## config.mk

```make
export PLATFORM = sky130hd
export DESIGN_NAME = logicn_filt_brick
export DESIGN_NICKNAME = d
export VERILOG_FILES = /design/src/rtl/logicn_filt_brick.sv
export SDC_FILE = /design/constraint.sdc
export NUM_CORES = 1
export LEC_CHECK = 0
export CAP_MARGIN = 20
export CELL_PAD_IN_SITES_DETAIL_PLACEMENT = 1
export CELL_PAD_IN_SITES_GLOBAL_PLACEMENT = 1
export CORE_AREA = 2 2 39 41
export DETAILED_ROUTE_END_ITERATION = 10
export DIE_AREA = 0 0 41 43
export HOLD_SLACK_MARGIN = 0.15
export PLACE_DENSITY = 0.64
export SYNTH_ARGS = -nofsm -noshare
export SYNTH_HDL_FRONTEND = slang
export SYNTH_SLANG_ARGS = --single-unit
```

## constraint.sdc

```tcl
create_clock -name clk -period 3.12 [get_ports clk]
set_clock_uncertainty 0.15 [all_clocks]
set_input_delay 0.624 -clock clk [delete_from_list [all_inputs] [get_ports clk]]
set_output_delay 0.624 -clock clk [all_outputs]
set_load 0.005 [all_outputs]
```

## src/rtl/logicn_filt_brick.sv

```systemverilog
// logicn_filt_brick: mode-selectable N-input gate with a registered, glitch-filtered output
module logicn_filt_brick #(
    parameter int   N_IN     = 2,
    parameter int   FILT_CYC = 4,
    parameter logic RST_VAL  = 1'b1
) (
    input  logic            clk,
    input  logic            rst,
    input  logic            CELV,
    input  logic            CELG,
    input  logic            SUB,
    input  logic            en,
    input  logic [1:0]      mode,
    input  logic [N_IN-1:0] i,
    output logic            o,
    output logic            chg,
    output logic            busy
);
    localparam int            CW   = $clog2(FILT_CYC + 1);
    localparam logic [CW-1:0] LAST = CW'(FILT_CYC - 1);
    logic [CW-1:0] cnt;
    logic          raw;
    logic          unused_pwr;
    assign unused_pwr = ^{CELV, CELG, SUB};
    // gate function: mode 0 NAND, 1 AND, 2 NOR, 3 OR
    always_comb begin
        raw = mode[1] ? (mode[0] ? |i : ~|i) : (mode[0] ? &i : ~&i);
    end
    // o only follows raw after FILT_CYC consecutive differing samples; en low freezes o and restarts the count
    always_ff @(posedge clk or posedge rst) begin
        if (rst) begin
            o   <= RST_VAL;
            cnt <= '0;
            chg <= 1'b0;
        end else if (!en || raw == o) begin
            cnt <= '0;
            chg <= 1'b0;
        end else if (cnt == LAST) begin
            o   <= raw;
            cnt <= '0;
            chg <= 1'b1;
        end else begin
            cnt <= cnt + CW'(1);
            chg <= 1'b0;
        end
    end
    assign busy = (cnt != '0);
endmodule
```

==> results.md, run 1 <==
STA:
- The highest clock frequency the design can meet is 454 MHz.
- Dividing the final minimum period by the clock period gives 0.705.
- The worst pin sits at a relative slew slack of 0.830.
- Setup slack on the critical path of the routed design comes to 0.919 ns.
- Summed over all failing endpoints, the final setup total negative slack is 0 ns.
- The worst hold-check slack is 0.339 ns.
- At the pin with the least slew margin, the transition time is 0.254 ns.
- The number of hold-slack violations in the final timing report is 0.
- The final critical path time including I/O delays and setup is 2.20 ns.
- Setup repair after global routing left no endpoint under its margin.
- The total count of max-transition violations in the final report was 0.
- The setup-violating endpoint count in the final report is 0.

GRT:
- The initial antenna violation count came to 0.
- The via count of the first global-routing pass is 233.
- Across every metal layer, demand over resource in global routing totals 0.0861.
- The maximum number of pins on one net before global-route repair is 6.
- The first global-routing pass estimated 938 um of wire.
- Summed over all layers, the global routing overflow is 0.

Critical path:
- The reg-to-reg critical path startpoint is o.
- STA classifies the critical path startpoint as a flop.
- The critical setup path kind is reg2out.
- The highest-delay cell along the critical path is sky130_fd_sc_hd__clkdlybuf4s50_1.
- Counting cells, the worst reg-to-reg path comes to 2.
- In this run the critical register-to-register path is captured at cnt[0].
- The worst register-to-register path has a setup slack of 1.61 ns.
- Of all nets on the critical path, the largest fanout is 3.
- The start point of the critical path is cnt[0].
- The data required time at the worst endpoint is 2.35 ns.
- The delay of the slowest cell on the worst path is 0.49 ns.
- STA classifies the critical path endpoint as an output pin.
- The critical path goes through inv_1, ha_1, nand2b_1, clkdlybuf4s50_1.
- The data arrival time of the worst path is 1.43 ns.

Placement:
- The post-detailed-placement half-perimeter wirelength is 445 um.
- Buffers placed on the I/O ports in this run total 9.
- OpenSTA, run right after detailed placement, puts the worst setup slack at 0.961 ns.
- The number of placed instances, taps included is 48.
- The weighted congestion reported at the end of routability-driven placement is 0.582.

Route:
- Once detail routing completed, the nets flagged for antenna violations numbered 0.
- For this run, the detailed router's first-pass iteration total came to 1.
- The routed design has 529 um of wire.
- The number of design rule violations left after detail routing is 0.
- After detailed routing, the number of vias per cell comes to 4.00.
- The first routing iteration left 0 violations.
- The final routed wire length divided by cell count is 10.2 um.
- For this block, the via count after detailed routing is 208.

Die:
- The floorplan die width is 41 um.
- The die covers 1760 sq um.
- The core region is 1380 sq um.
- The boundary pin count is 13.
- The row count is 14.
- For this configuration, the core starts out at a cell density of 0.196.
- The chip height is 43 um.

Finish:
- The final antenna diode count is 0.
- Leaving out filler cells and counting taps, the final layout contains 52.
- The number of nets in the final layout is 49.
- In the final layout, the share of cells above drive strength 1 is 0.222.
- The layout overhead on the synthesized area is 50.2%.
- For this run, the share of the core covered by cells in the final layout is 0.295.
- The most common cell after layout, fill and taps aside is sky130_fd_sc_hd__clkdlybuf4s50_1.
- In the layout the commonest cells are sky130_fd_sc_hd__clkdlybuf4s50_1, sky130_fd_sc_hd__dfrtp_1, sky130_fd_sc_hd__nand2_1, sky130_fd_sc_hd__inv_1, sky130_fd_sc_hd__clkbuf_4.

Synthesis:
- The share of synthesized area in the top cell type comes to 0.369.
- The register bit count reported by yosys is 5.
- The number of different library cells in the post-synthesis netlist is 14.
- Counting every net in the synthesized netlist gives 35.
- Counting every instance in the synthesized netlist gives 23.
- Dividing the synthesized area by the synthesized cell count gives 11.8 sq um.
- Yosys printed 0 warnings.
- The cell area that synthesis handed to floorplanning was 272 sq um.
- sky130_fd_sc_hd__dfrtp_1 takes more of the synthesized area than any other cell.
- Yosys attributes the largest share of cell area to sky130_fd_sc_hd__dfrtp_1, sky130_fd_sc_hd__dfstp_2, sky130_fd_sc_hd__ha_1.
- For this run, the register share of the synthesized area comes to 0.465.

Power and ir drop:
- Power spread over the standard cell area amounts to 617 nW/um^2.
- The leakage power summed over all cells is 0.186 nW.
- IR analysis of the VDD net gives a maximum drop of 0.326 mV.

CTS:
- The total CTS buffers is 3.
- The clock network latency to the later pin of the worst-skew pair is 0.24 ns.
- The clock root buffer master is sky130_fd_sc_hd__clkbuf_4.
- The maximum level of the CTS H-tree is 1.
- The number of setup buffers added after CTS is 0.
- The clock sink total is 5.
- The TritonCTS clock tree is done.
- The number of hold buffers added after CTS is 0.
- In this run, post-CTS repair resized a total of 0 instances.
- The register clock-pin slew on the reported worst setup and hold paths is 0.05 ns.
- The number of buffers on the longest clock path is 2.

Worst hold path:
- The startpoint identified for the worst hold timing path is cnt[0].
- The terminating pin of the worst hold path is cnt[0].
- Counting instances, the worst hold path has a depth of 1.
- The min-delay analysis places its worst path in the category reg2reg.

Job:
- Across the run, the number of max-cap violations was 0.

Run status:
- The run finished with clean final reports.
[worst max-delay path by stage]
stage | to | slack, ns
finish | busy | 0.92
global route | busy | 0.84
CTS | busy | 0.90
detailed placement | cnt[0] | 0.96
global placement | cnt[0] | 0.97
floorplan | cnt[0] | 1.44
[cell usage after synthesis]
master / instances
sky130_fd_sc_hd__xor3_2: 1
sky130_fd_sc_hd__nand2_1: 3
sky130_fd_sc_hd__nor4b_2: 1
sky130_fd_sc_hd__inv_1: 3
sky130_fd_sc_hd__maj3_2: 1
sky130_fd_sc_hd__dfrtp_1: 4
sky130_fd_sc_hd__nor2b_1: 1
sky130_fd_sc_hd__nand2b_1: 1
sky130_fd_sc_hd__nor3_1: 2
sky130_fd_sc_hd__xnor2_1: 1
sky130_fd_sc_hd__mux2_2: 1
sky130_fd_sc_hd__ha_1: 2
sky130_fd_sc_hd__nor2_1: 1
sky130_fd_sc_hd__dfstp_2: 1
[sequential cells by signal, indices dropped and copies added (netlist names)]
register	count
chg	1
cnt	3
o	1
[logic make-up after synthesis]
kind of cell  Yosys count  share of synthesized area
mux                     1                     0.0415
flops                   5                      0.465
xor+xnor                2                      0.124
simple gates            9                      0.194
fa+ha+maj               3                      0.134
buf+inv                 3                     0.0415
[layout make-up]
cell class                 instances  area, sq um
fill                             165          976
sequential                         5          126
clock buffer                       4         26.3
inverter                           3         11.3
tap                               16         20.0
timing repair buffer               9         90.1
multi-input combinational         15          134
[layer usage]
metal,vias up,routed length (um),global-route usage
li1,100,-,-
met4,0,0,0.0400
met5,-,0,0
met2,12,267,0.128
met1,96,204,0.0960
met3,0,57,0.0471
[power by group]
part / switching (mW) / internal, mW / total [mW]
clock: 0.0248 / 0.0482 / 0.0731
combinational: 0.0304 / 0.0570 / 0.0875
sequential: 0.0102 / 0.0808 / 0.0911
[critical path, delay by kind of cell (launching register included)]
family / cells / cell delay [ns]
adder cells (fa/ha/maj): 1 / 0.19
flip-flops: 1 / 0.38
AND/OR/NAND/NOR: 1 / 0.06
buffers and inverters: 2 / 0.55
[per-stage QoR]
step	power [mW]	area, sq um
2_1_floorplan	0.139	272
3_3_place_gp	0.176	382
3_5_place_dp	0.182	382
4_1_cts	0.259	408
5_1_grt	0.277	408
6_report	0.252	408
Power figures use the tool's default switching activity.
==> run 2, diff against run 1 <==
Clock period 3.12 ns to 2.2 ns, I/O delays scaled along.
==> results of run 2 <==
The final DEF is identical to that of run 1. Status: completed.
Main changes from that run: setup slack after placement 0.961 ns -> 0.225 ns; setup slack after layout 0.919 ns -> 0.183 ns; hold slack 0.339 ns -> 0.250 ns; register-to-register setup slack 1.61 ns -> 0.69 ns; total power 0.252 mW -> 0.357 mW; worst IR drop on VDD 0.326 mV -> 0.463 mV
==> run 3, diff against run 2 <==
Settings changed: CTS_CLUSTER_DIAMETER set to 50.
==> results of run 3 <==
The final DEF is identical to that of run 1. Status: completed.
Main changes from that run: setup slack after placement 0.961 ns -> 0.225 ns; setup slack after layout 0.919 ns -> 0.183 ns; hold slack 0.339 ns -> 0.250 ns; register-to-register setup slack 1.61 ns -> 0.69 ns; total power 0.252 mW -> 0.357 mW; worst IR drop on VDD 0.326 mV -> 0.463 mV
